[config.mk]
export PLATFORM = sky130hd
export DESIGN_NAME = pc_fetch_sequencer
export DESIGN_NICKNAME = d
export VERILOG_FILES = /design/src/rtl/pc_fetch_sequencer.sv
export SDC_FILE = /design/constraint.sdc
export NUM_CORES = 1
export LEC_CHECK = 0
export BUFFER_PORTS_ARGS = -buffer_cell sky130_fd_sc_hd__buf_2
export CORE_ASPECT_RATIO = 1.5
export CORE_MARGIN = 2
export CORE_UTILIZATION = 38
export CTS_CLUSTER_SIZE = 28
export DETAILED_ROUTE_END_ITERATION = 16
export GPL_TIMING_DRIVEN = 0
export PLACE_DENSITY_LB_ADDON = 0.12
export SLEW_MARGIN = 20
export SYNTH_ARGS = -nofsm -noshare
export SYNTH_HDL_FRONTEND = slang
export SYNTH_SLANG_ARGS = --single-unit
[constraint.sdc]
create_clock -name clk -period 3.5 [get_ports clk]
set_clock_uncertainty 0.2 [all_clocks]
set_input_delay 0.7 -clock clk [delete_from_list [all_inputs] [get_ports clk]]
set_output_delay 0.7 -clock clk [all_outputs]
set_load 0.05 [all_outputs]
[src/rtl/pc_fetch_sequencer.sv]
// pc_fetch_sequencer: next-PC sequencer at the head of the fetch stage.
// It emits one aligned fetch group per accepted request, with a per-slot
// validity mask. It handles delay-slot-aware prediction, including a
// predicted branch sitting in the last slot of a group. Exception and
// mispredict redirects take effect at once, even while fetch is stalled.
// Optional build macro: PC_MISALIGN_CHECK_EN. When it is defined, a fetch
// PC that is not word aligned is held until an exception or mispredict
// redirect arrives.
module pc_fetch_sequencer #(
  parameter logic [31:0] RESET_BASE = 32'hBFC00000,
  parameter int          FETCH_NUM  = 4,
  localparam int         OFF        = $clog2(FETCH_NUM) + 2,
  localparam int         SW         = (OFF - 2 < 1) ? 1 : OFF - 2
) (
  input  logic                 clk,
  input  logic                 rst,
  input  logic                 fetch_ready,
  output logic                 fetch_valid,
  output logic [31:0]          fetch_pc,
  output logic [FETCH_NUM-1:0] fetch_mask,
  output logic                 redirect,
  input  logic                 predict_valid,
  input  logic [SW-1:0]        predict_slot,
  input  logic [31:0]          predict_vaddr,
  input  logic                 resolved_valid,
  input  logic                 resolved_mispredict,
  input  logic                 resolved_taken,
  input  logic [31:0]          resolved_pc,
  input  logic [31:0]          resolved_target,
  input  logic                 except_valid,
  input  logic [31:0]          except_vec,
  output logic                 fetch_misaligned
);

  typedef enum logic {S_NORMAL, S_DS_PENDING} state_t;

  localparam logic [31:0]   GROUP_BYTES = 32'(1) << OFF;
  localparam logic [SW-1:0] LAST_SLOT   = SW'(FETCH_NUM - 1);

  state_t      r_state;
  logic [31:0] r_pc;
  logic [31:0] r_saved;
  logic        r_valid;
  logic        r_redirect;

  logic [31:0] w_seq_pc;
  logic        w_mispredict;
  logic        w_misaligned;
  logic        w_advance;
  logic        w_same_group;

  // Sequential next group: clear the in-group offset, step one group (wraps mod 2^32)
  assign w_seq_pc     = (r_pc & ~(GROUP_BYTES - 32'd1)) + GROUP_BYTES;
  assign w_mispredict = resolved_valid & resolved_mispredict;
  // Branch in the last slot has its delay slot in the next group
  assign w_same_group = predict_slot < LAST_SLOT;

`ifdef PC_MISALIGN_CHECK_EN
  assign w_misaligned = r_valid & (r_pc[1:0] != 2'b00);
`else
  assign w_misaligned = 1'b0;
`endif

  assign w_advance        = r_valid & fetch_ready & ~w_misaligned;
  assign fetch_misaligned = w_misaligned;
  assign fetch_valid      = r_valid;
  assign fetch_pc         = r_pc;
  assign redirect         = r_redirect;

  generate
    if (FETCH_NUM == 1) begin : g_single
      // A single-slot group is always fully valid
      always_comb fetch_mask = 1'b1;
    end else begin : g_multi
      logic [SW-1:0] w_slot;
      assign w_slot = r_pc[OFF-1:2];
      // Slots before the entry offset belong to the previous path
      always_comb begin
        fetch_mask = '0;
        for (int i = 0; i < FETCH_NUM; i++) begin
          fetch_mask[i] = (w_slot <= SW'(i));
        end
      end
    end
  endgenerate

  // PC/state update; priority is exception > mispredict > delay-slot target > prediction > sequential
  always_ff @(posedge clk or posedge rst) begin
    if (rst) begin
      r_pc       <= RESET_BASE;
      r_valid    <= 1'b0;
      r_redirect <= 1'b0;
      r_state    <= S_NORMAL;
      r_saved    <= 32'd0;
    end else begin
      r_valid    <= 1'b1;
      r_redirect <= except_valid | w_mispredict;
      if (except_valid) begin
        r_pc    <= except_vec;
        r_state <= S_NORMAL;
        r_saved <= 32'd0;
      end else if (w_mispredict) begin
        r_pc    <= resolved_taken ? resolved_target : resolved_pc + 32'd8;
        r_state <= S_NORMAL;
        r_saved <= 32'd0;
      end else if (w_advance) begin
        if (r_state == S_DS_PENDING) begin
          r_pc    <= r_saved;
          r_state <= S_NORMAL;
        end else if (predict_valid && w_same_group) begin
          r_pc <= predict_vaddr;
        end else if (predict_valid) begin
          r_pc    <= w_seq_pc;
          r_saved <= predict_vaddr;
          r_state <= S_DS_PENDING;
        end else begin
          r_pc <= w_seq_pc;
        end
      end
    end
  end

endmodule
Yosys cells after proc, flatten, opt, wreduce, memory -nomap -nowiden --
Cells that the tools add are included.
Word-level totals: register bits 67, latch bits 0, bits in writable memories 0, memory bits (read-only) 0, bits of input ports 138, word-level logic and storage cells 39, memories kept 0
Cells by class: $add $sub $neg 2, multiply operators 0, div/mod/pow operators 0, magnitude comparators 5, equality and inequality tests 2, shift operators 0, multiplexer cells 18, bitwise operators 3, reductions and logical operators 4
Operator list (count):
- $mux 32 | 12
- $add 32x4->32 const B | 1
- $add 32x5->32 const B | 1
- $mux 1 | 6
- $reduce_bool 3->1 | 2
- $le 2x1->1 const B | 2
- $le 2x2->1 const B | 2
- $reduce_and 4->1 | 1
- $ne 3x2->1 const B | 1
- $ne 3x3->1 const B | 1
- $and 1x1->1 | 2
- $lt 2x2->1 const B | 1
- $logic_and 1x1->1 | 1
- $or 1x1->1 | 1

Depth between registers and ports, before layout --
Gate-level depths: netlist of run 1.
word-level depth 7, gate-level depth with buffers 8, mapped depth without buffers 8

Worst setup path after synthesis of run 1 --
OpenSTA, ideal clock, no wires.
kind flip-flop to flip-flop, from reg r_pc[6], in the netlist fetch_pc[6], to reg r_pc[27], in the netlist fetch_pc[27], arrival time 2.375 ns, slack 0.848 ns, stages on the path, launching flop included 8, path buffers 1, path through dfrtp_1 -> nand4_4 -> or4_1 -> buf_4 -> nor4_4 -> xor2_1 -> o2111ai_1 -> a31oi_1
Between the ends: longest elaborated chain between the ends 6
RTL lines:
- start: declaration | line 41 | logic [31:0] r_pc;
- start signal: assignment | line 99 | r_pc <= except_vec;
- start signal: assignment | line 103 | r_pc <= resolved_taken ? resolved_target : resolved_pc + 32'd8;
- start signal: assignment | line 108 | r_pc <= r_saved;
- $add 32x5->32 | line 53 | assign w_seq_pc = (r_pc & ~(GROUP_BYTES - 32'd1)) + GROUP_BYTES;
- $mux 32 | line 110 | end else if (predict_valid && w_same_group) begin
- $mux 32 | line 107 | if (r_state == S_DS_PENDING) begin
- $mux 32 | line 106 | end else if (w_advance) begin
- $mux 32 | line 102 | end else if (w_mispredict) begin
- $mux 32 | line 98 | if (except_valid) begin
No other way between the ends. The select of a mux whose other input is x is not followed. A chain may end at the register's enable or synchronous reset.

Worst setup path in the final report of run 1 --
from in resolved_valid, to reg r_pc[20], in the netlist fetch_pc[20]
Between the ends: longest elaborated chain between the ends 3
RTL lines:
- start: declaration | line 25 | input logic resolved_valid,
- $and 1x1->1 (*) | line 54 | assign w_mispredict = resolved_valid & resolved_mispredict;
- $mux 32 | line 102
- $mux 32 | line 98
Every way passes the cells marked *; elsewhere a longest branch is shown, timed or not.

==> flow_metrics.py, run 1 <==
metrics = {
    "final_layout": {
        "drive_above_1_share": 0.2586,
        "most-common-layout-cells": "buf_2 (174), nand2_1 (124), dfrtp_1 (58), a21oi_1 (56), clkbuf_1 (39)",
        "nNetsFinal": 982,
        "final_core_utilization": 0.4972,
        "instances_no_fill": 1006,
        "fillers": 1391,
        "diodes": 0,
        "syn2layout_area_growth_pct": 27.76,
        "final_common_cell": "buf_2",
    },
    "yosys": {
        "synth_top_family_by_area": "simple AND/OR/NAND/NOR gates",
        "synth_compound_area_frac": 0.2541,
        "synth_top_flop_cell": "dfrtp_1",
        "synth_seq_cells": 67,
        "syn_area_um2": 5066,
        "yosys.area_share.simple": 0.2648,
        "yosys_warnings": 0,
        "synth_adder_area_share": 0.004939,
        "synth_edf_count": 0,
        "async_reset_ff_frac": 1.000,
        "avgSynthCellArea_um2": 7.735,
        "yosysSeqAreaShare": 0.3332,
        "synth_cell_type_count": 65,
        "syn_inst": 655,
        "synth.area.mux_share": 0.02272,
        "synth_xor_area_frac": 0.07434,
    },
    "critical_path": {
        "crit_path_max_incr_delay_ns": 0.78,
        "cpMostUsedCell": "nor2_1",
        "cp.required_ns": 3.54,
        "slowest_stage": "nor2_1",
        "path_max_fanout": 10,
        "cp_num_buf_inv": 3,
        "cp.arrival_ns": 3.04,
        "critPathTopFamily": "simple AND/OR/NAND/NOR gates",
        "cp-end-kind": "flop",
        "start_kind": "input pin",
        "path_cells": "buf_2 -> and2_1 -> nor2_1 -> inv_2 -> nor2_1 -> clkbuf_1 -> a22oi_1 -> o31ai_1",
        "path_class": "input pin to flop",
    },
    "timing": {
        "slew_viol_final": 0,
        "hold_viol": 0,
        "fmax_mhz": 334.1,
        "period_needed_ns": 2.993,
        "relSlewSlack": 0.3503,
        "setup_violations": 0,
        "tightest_slew_ns": 0.9710,
        "whs_ns": 0.1054,
        "rsz0062_at_grt": "no",
        "setup-tns-final_ns": 0,
        "finalCritPeriodShare": 0.8551,
    },
    "route": {
        "drc": 0,
        "antenna_left": 0,
        "drt-initial-drc-count": 619,
        "vias_per_cell": 6.172,
        "vias": 6209,
        "drtPass1Iterations": 5,
        "wl_per_cell_um": 22.83,
        "drt-total-wl_um": 22970,
    },
    "cts": {
        "ctsResizeCount": 0,
        "cts_setup_buffers": 0,
        "cts_sinks": 67,
        "clock_latency_ns": 0.34,
        "htreeDepth": 3,
        "clock_path_buffers": 2,
        "cts_root_buf": "clkbuf_16",
        "cts_hold_buf": 0,
        "cts.clk_slew.worst_paths_ns": 0.06,
        "cts_buffers": 9,
        "tritoncts": "built",
    },
    "pwr": {
        "p_leak_nw": 2.695,
        "power.total_mw": 2.691,
        "p_per_area_nw_per_um2": 415.8,
        "vdd_drop_max_v": 0.0001928,
    },
    "run_status": {
        "status": "completed",
    },
    "floorplan": {
        "ioPinCount": 177,
        "fp.dieH_um": 145.4,
        "core_um2": 13020,
        "die_x_um": 98.28,
        "rows": 51,
        "dieArea_um2": 14290,
        "start_util": 0.3892,
    },
    "placed_design": {
        "place_inst": 990,
        "gp_congestion": 0.9632,
        "dp_hpwl_um": 17570,
        "port_buffers": 174,
    },
    "global_routing": {
        "overflow": 0,
        "grt_max_degree": 50,
        "grt_antenna_before_repair": 0,
        "grtUsageTotal": 0.3145,
        "grt_pass1_vias": 6270,
        "grt_pass1_wl_um": 34710,
    },
    "min_path": {
        "hp-class": "input pin to asynchronous set/reset pin",
    },
    "job": {
        "drv_cap": 0,
    },
}
-- worst register-to-register path: cells and delay by family (launching register included) --
family	cells	cell delay [ns]
buf+inv	3	1.46
flops	1	0.37
compound gates	3	0.55
-- power by group --
| group | switching (mW) | internal [mW] | leakage, nW | total (mW) |
|---|---|---|---|---|
| sequential | 0.0872 | 0.840 | 0.847 | 0.927 |
| combinational | 0.562 | 0.250 | 1.70 | 0.812 |
| clock | 0.376 | 0.575 | 0.147 | 0.952 |
-- routing by layer --
layer	up-vias	part of all wire	global-route usage
met5	-	0	0
met4	0	0.059	0.1637
met2	357	0.50	0.5425
li1	2782	-	-
met3	75	0.069	0.05139
met1	2995	0.37	0.3729
-- Yosys cell counts (9+ instances only) --
cell type  instances  share of area
nor2_1            35          0.026
nand2_1          124          0.092
o211ai_1          11          0.016
nand3_1           32          0.032
o21ai_0           36          0.036
inv_1              9         0.0067
and3_1            10          0.012
a31oi_1           13          0.016
a21oi_1           56          0.055
xnor2_1           25          0.043
clkbuf_1          38          0.028
nand4_1           17          0.021
o22ai_1           16          0.020
xor2_1            18          0.031
or3_1             14          0.017
dfstp_2            9          0.047
dfrtp_1           58           0.29
nor3_1            11          0.011
a211oi_1          12          0.018
-- kinds of logic after synthesis --
group	Yosys count
compound gates	200
xor+xnor	43
fa+ha+maj	2
buf+inv	57
flops	67
mux	11
other cells	2
simple gates	273
-- area by class of cell --
cell class	instances	area (µm²)	area share
inverters	12	47.55	0.007346
well taps	159	198.9	0.03074
multi-input cells	532	3157	0.4877
repair buffers	175	898.4	0.1388
plain buffers	45	180.2	0.02784
flip-flops and latches	67	1688	0.2608
clock buffers	11	242.7	0.03750
clock inverters	5	60.06	0.009279
-- per-stage QoR --
step | instance area [µm²] | setup slack, ns
floorplan | 5070 | 0.8477
global placement | 6140 | -0.1148
detailed placement | 6170 | 0.2663
CTS | 6472 | 0.5945
global route | 6472 | 0.3478
finish | 6472 | 0.5071
-- state kept, by name, summed over array words and instances (netlist names) --
register     cells
fetch_pc        32
r_saved         32
fetch_valid      1
r_state          1
redirect         1
-- worst paths after layout --
path | slack, ns | startpoint | depth (start not counted) | endpoint
worst max-delay path | 0.51 | resolved_valid | 8 | fetch_pc[20]
worst min-delay path | 0.11 | rst | 2 | r_saved[21]
worst max register to register | 0.79 | r_state | 6 | fetch_pc[8]
worst min register to register | 0.29 | fetch_pc[1] | 2 | fetch_pc[1]
max in group asynchronous | 2.38 | rst | 3 | fetch_pc[23]
min in group clk | 0.29 | fetch_pc[1] | 2 | fetch_pc[1]
Power figures use the tool's default switching activity.
==> inputs of run 2 (changes only) <==
--- a/config.mk
+++ b/config.mk
@@ -11,8 +11,7 @@
 export CORE_UTILIZATION = 38
 export CTS_CLUSTER_SIZE = 28
 export DETAILED_ROUTE_END_ITERATION = 16
-export GPL_TIMING_DRIVEN = 0
-export PLACE_DENSITY_LB_ADDON = 0.12
+export PLACE_DENSITY = 0.69
 export SLEW_MARGIN = 20
 export SYNTH_ARGS = -nofsm -noshare
 export SYNTH_HDL_FRONTEND = slang
==> flow_metrics.py, run 2 (same netlist as run 1, synthesis figures left out) <==
metrics = {
    "global_routing": {
        "grt_antenna_before_repair": 2,
        "overflow": 0,
        "grt_pass1_wl_um": 32290,
        "grt_max_degree": 37,
        "grtUsageTotal": 0.2888,
        "grt_pass1_vias": 6057,
    },
    "timing": {
        "setup-tns-final_ns": 0,
        "period_needed_ns": 2.779,
        "relSlewSlack": 0.4242,
        "slew_viol_final": 0,
        "finalCritPeriodShare": 0.7939,
        "hold_viol": 0,
        "tightest_slew_ns": 0.8604,
        "setup_violations": 0,
        "fmax_mhz": 359.9,
        "timing.final.ws_setup_ns": 0.7214,
        "rsz0062_at_grt": "no",
    },
    "critical_path": {
        "cp-end-kind": "flop",
        "start_kind": "flop",
        "path_max_fanout": 9,
        "r2r-end": "fetch_pc[31]",
        "r2r_cells": 6,
        "r2r_slack_ns": 0.72,
        "r2r-start": "fetch_pc[6]",
        "path_class": "flop to flop",
        "cp.arrival_ns": 2.84,
        "cp.required_ns": 3.56,
    },
    "cts": {
        "ctsResizeCount": 0,
        "tritoncts": "built",
        "cts_setup_buffers": 0,
        "htreeDepth": 3,
        "clock_path_buffers": 2,
        "cts_sinks": 67,
        "cts.clk_slew.worst_paths_ns": 0.06,
        "cts_buffers": 9,
        "cts_hold_buf": 0,
        "cts_root_buf": "clkbuf_16",
        "clock_latency_ns": 0.34,
    },
    "placed_design": {
        "post-place-ws_ns": 0.7315,
        "port_buffers": 174,
        "gp_congestion": 1.004,
        "dp_hpwl_um": 15750,
    },
    "floorplan": {
        "ioPinCount": 177,
        "dieArea_um2": 14290,
        "rows": 51,
        "start_util": 0.3892,
        "core_um2": 13020,
        "die_x_um": 98.28,
        "fp.dieH_um": 145.4,
    },
    "pwr": {
        "p_per_area_nw_per_um2": 421.5,
        "vdd_drop_max_v": 0.0002640,
        "p_leak_nw": 2.733,
    },
    "final_layout": {
        "nNetsFinal": 955,
        "most-common-layout-cells": "buf_2 (174), nand2_1 (124), dfrtp_1 (58), a21oi_1 (56), o21ai_0 (36)",
        "fillers": 1325,
        "drive_above_1_share": 0.2866,
        "syn2layout_area_growth_pct": 27.24,
        "final_common_cell": "buf_2",
    },
    "run_status": {
        "status": "completed",
    },
    "route": {
        "antenna_left": 0,
        "vias_per_cell": 6.153,
        "wl_per_cell_um": 21.50,
        "drt-initial-drc-count": 542,
        "drtPass1Iterations": 6,
        "drt-total-wl_um": 21090,
        "vias": 6036,
        "drc": 0,
    },
    "job": {
        "drv_cap": 0,
    },
    "min_path": {
        "hp-class": "input pin to asynchronous set/reset pin",
    },
}
-- run 2: cell type report --
cell class / count / area [µm²] / share of cell area
clock inverter: 6 / 87.58 / 0.01359
tap: 159 / 198.9 / 0.03086
inverter: 12 / 45.04 / 0.006988
timing repair buffer: 193 / 1026 / 0.1592
multi-input combinational: 532 / 3157 / 0.4897
sequential: 67 / 1688 / 0.2618
clock buffer: 10 / 239.0 / 0.03707
antenna: 2 / 5.005 / 0.0007764
-- run 2: through the flow --
step / utilization / total power [mW] / cells / hold WS, ns / area [µm²]
5_1_grt: 0.4952 / 2.813 / 981 / 0.1762 / 6446
6_report: 0.4952 / 2.717 / 981 / 0.1396 / 6446
4_1_cts: 0.4948 / 2.714 / 979 / 0.1567 / 6441
3_5_place_dp: 0.4697 / 1.715 / 963 / 0.2851 / 6115
2_1_floorplan: - / 1.419 / 656 / 0.2951 / 5070
3_3_place_gp: 0.4697 / 1.715 / 963 / 0.2856 / 6115
-- run 2: power breakdown --
part           internal [mW]  switching [mW]  total [mW]  leakage (nW)
clock network          0.644           0.357        1.00         0.163
registers              0.840          0.0949       0.935         0.847
logic                  0.249           0.533       0.782          1.72
-- run 2: worst max path at each step --
| stage | start | end | slack (ns) | cells after the start |
|---|---|---|---|---|
| floorplan | fetch_pc[6] | fetch_pc[27] | 0.85 | 7 |
| global placement | predict_valid | fetch_pc[9] | 0.75 | 5 |
| detailed placement | predict_valid | fetch_pc[9] | 0.73 | 5 |
| CTS | fetch_pc[6] | fetch_pc[31] | 0.79 | 6 |
| global route | fetch_pc[6] | fetch_pc[27] | 0.60 | 6 |
| finish | fetch_pc[6] | fetch_pc[31] | 0.72 | 6 |
-- run 2: critical path, stage by stage, from the launching register on --
cell,delay (ns)
dfrtp_1,0.50
nand4_4,0.21
or4_1,0.79
nor4_4,0.37
xor2_1,0.24
o211ai_1,0.16
a31oi_1,0.23
-- run 2: routing by layer --
| metal | vias to the layer above | global-route usage | wire, µm |
|---|---|---|---|
| met2 | 328 | 0.4860 | 10620 |
| met3 | 89 | 0.04083 | 1493 |
| met1 | 2882 | 0.3349 | 7463 |
| met5 | - | 0 | 0 |
| li1 | 2737 | - | - |
| met4 | 0 | 0.2007 | 1518 |
==> inputs of run 3 (changes only) <==
==> constraint.sdc (replaced) <==
create_clock -name clk -period 2.69 [get_ports clk]
set_clock_uncertainty 0.2 [all_clocks]
set_input_delay 0.538 -clock clk [delete_from_list [all_inputs] [get_ports clk]]
set_output_delay 0.538 -clock clk [all_outputs]
set_load 0.05 [all_outputs]
==> flow_metrics.py, run 3 (same netlist as run 1, synthesis figures left out) <==
metrics = {
    "run_status": {
        "status": "completed",
    },
    "floorplan": {
        "ioPinCount": 177,
        "fp.dieH_um": 145.4,
        "start_util": 0.3892,
        "rows": 51,
        "die_x_um": 98.28,
        "core_um2": 13020,
        "dieArea_um2": 14290,
    },
    "timing": {
        "setup_violations": 0,
        "relSlewSlack": 0.5663,
        "setup-tns-final_ns": 0,
        "tightest_slew_ns": 0.6481,
        "finalCritPeriodShare": 0.9351,
        "fmax_mhz": 397.6,
        "timing.final.ws_setup_ns": 0.1746,
        "slew_viol_final": 0,
        "hold_viol": 0,
        "period_needed_ns": 2.515,
        "whs_ns": 0.01955,
        "rsz0062_at_grt": "no",
    },
    "pwr": {
        "vdd_drop_max_v": 0.0002987,
        "p_leak_nw": 2.802,
        "p_per_area_nw_per_um2": 529.1,
    },
    "final_layout": {
        "syn2layout_area_growth_pct": 29.44,
        "most-common-layout-cells": "buf_2 (174), nand2_1 (124), dfrtp_1 (58), a21oi_1 (56)",
        "area.sequential_um2": 1688,
        "drive_above_1_share": 0.2995,
        "multiInputGateArea_um2": 3161,
        "instances_no_fill": 998,
        "final_common_cell": "buf_2",
        "nNetsFinal": 973,
        "fin_area_um2": 6558,
        "fillers": 1366,
    },
    "placed_design": {
        "dpl-instance-area_um2": 6250,
        "dp_hpwl_um": 16300,
        "post-place-ws_ns": 0.2025,
        "port_buffers": 174,
        "gp_congestion": 0.9623,
        "place_inst": 981,
    },
    "global_routing": {
        "grt_pass1_wl_um": 32320,
        "gr-usage-met1": 0.3268,
        "overflow": 0,
        "grt_max_degree": 49,
        "grtUsageTotal": 0.2922,
        "grt_antenna_before_repair": 1,
        "grtUsageMet3": 0.04803,
        "grt_pass1_vias": 5823,
        "met2_usage": 0.5243,
        "top_usage_layer": "met2",
    },
    "cts": {
        "clock_latency_ns": 0.34,
        "tritoncts": "built",
        "cts_setup_buffers": 0,
        "cts_root_buf": "clkbuf_16",
        "cts_buffers": 9,
        "cts_hold_buf": 0,
        "ctsResizeCount": 0,
        "cts_sinks": 67,
        "htreeDepth": 3,
        "cts.clk_slew.worst_paths_ns": 0.06,
        "clock_path_buffers": 2,
    },
    "route": {
        "vias": 5932,
        "wl_per_cell_um": 21.34,
        "drtPass1Iterations": 5,
        "drt-total-wl_um": 21300,
        "antenna_left": 0,
        "drt-initial-drc-count": 392,
        "drc": 0,
        "vias_per_cell": 5.944,
    },
    "critical_path": {
        "cp.required_ns": 2.75,
        "cp-end-kind": "flop",
        "r2r-end": "fetch_pc[24]",
        "cp.arrival_ns": 2.58,
        "r2r-start": "fetch_pc[4]",
        "path_max_fanout": 7,
        "r2r_cells": 7,
        "start_kind": "flop",
        "path_class": "flop to flop",
        "r2r_slack_ns": 0.17,
    },
    "min_path": {
        "hp-class": "input pin to asynchronous set/reset pin",
    },
    "job": {
        "drv_cap": 0,
    },
}
==> run 3: cell count changes in the layout (fill, tap and decap cells not counted), sizes merged <==
cell      delta
buf         +18
clkinvlp     +1
diode        -1
clkbuf       +4
bufinv       -1
clkinv       -3
inv          -1
==> run 3: area by class of cell <==
class                      count  share of cell area
multi-input combinational    532              0.4820
sequential                    67              0.2574
tap                          159             0.03034
antenna                        1           0.0003816
inverter                      12            0.006869
clock buffer                  14             0.04026
clock inverter                 2            0.005724
timing repair buffer         211              0.1771
==> run 3: critical path, stage by stage, from the launching register on <==
cell and delay [ns]:
dfrtp_1 0.46, ha_1 0.26, nand3_1 0.22, nor4_4 0.52, nand3_1 0.15, xor2_1 0.17, a211o_1 0.30, a31oi_1 0.16
==> run 3: per-layer routing <==
metal / vias to the layer above / share of wire / routed length, µm
met2: 233 / 0.53 / 11300
met4: 0 / 0.053 / 1134
met1: 2886 / 0.36 / 7678
met3: 48 / 0.056 / 1190
li1: 2765 / - / -
met5: - / 0 / 0
==> run 3: power breakdown <==
| part | switching (mW) | internal [mW] | total, mW | leakage [nW] |
|---|---|---|---|---|
| sequential | 0.118 | 1.09 | 1.21 | 0.847 |
| combinational | 0.704 | 0.342 | 1.05 | 1.81 |
| clock | 0.442 | 0.769 | 1.21 | 0.143 |
| total | 1.26 | 2.20 | 3.47 | 2.80 |
==> run 3: how the worst max path moves through the flow <==
stage          slack [ns]  cells after the start           end   startpoint
2_1_floorplan        0.04                      7  fetch_pc[27]  fetch_pc[6]
3_3_place_gp         0.25                      6  fetch_pc[27]  fetch_pc[7]
6_report             0.17                      7  fetch_pc[24]  fetch_pc[4]
5_1_grt              0.05                      7  fetch_pc[24]  fetch_pc[4]
4_1_cts              0.18                      6  fetch_pc[27]  fetch_pc[7]
3_5_place_dp         0.20                      6  fetch_pc[27]  fetch_pc[7]
==> run 3: metrics by stage <==
stage	util	power, mW
3_3_place_gp	0.4801	2.263
3_5_place_dp	0.4801	2.262
5_1_grt	0.5037	3.609
2_1_floorplan	-	1.846
4_1_cts	0.5033	3.473
6_report	0.5037	3.470
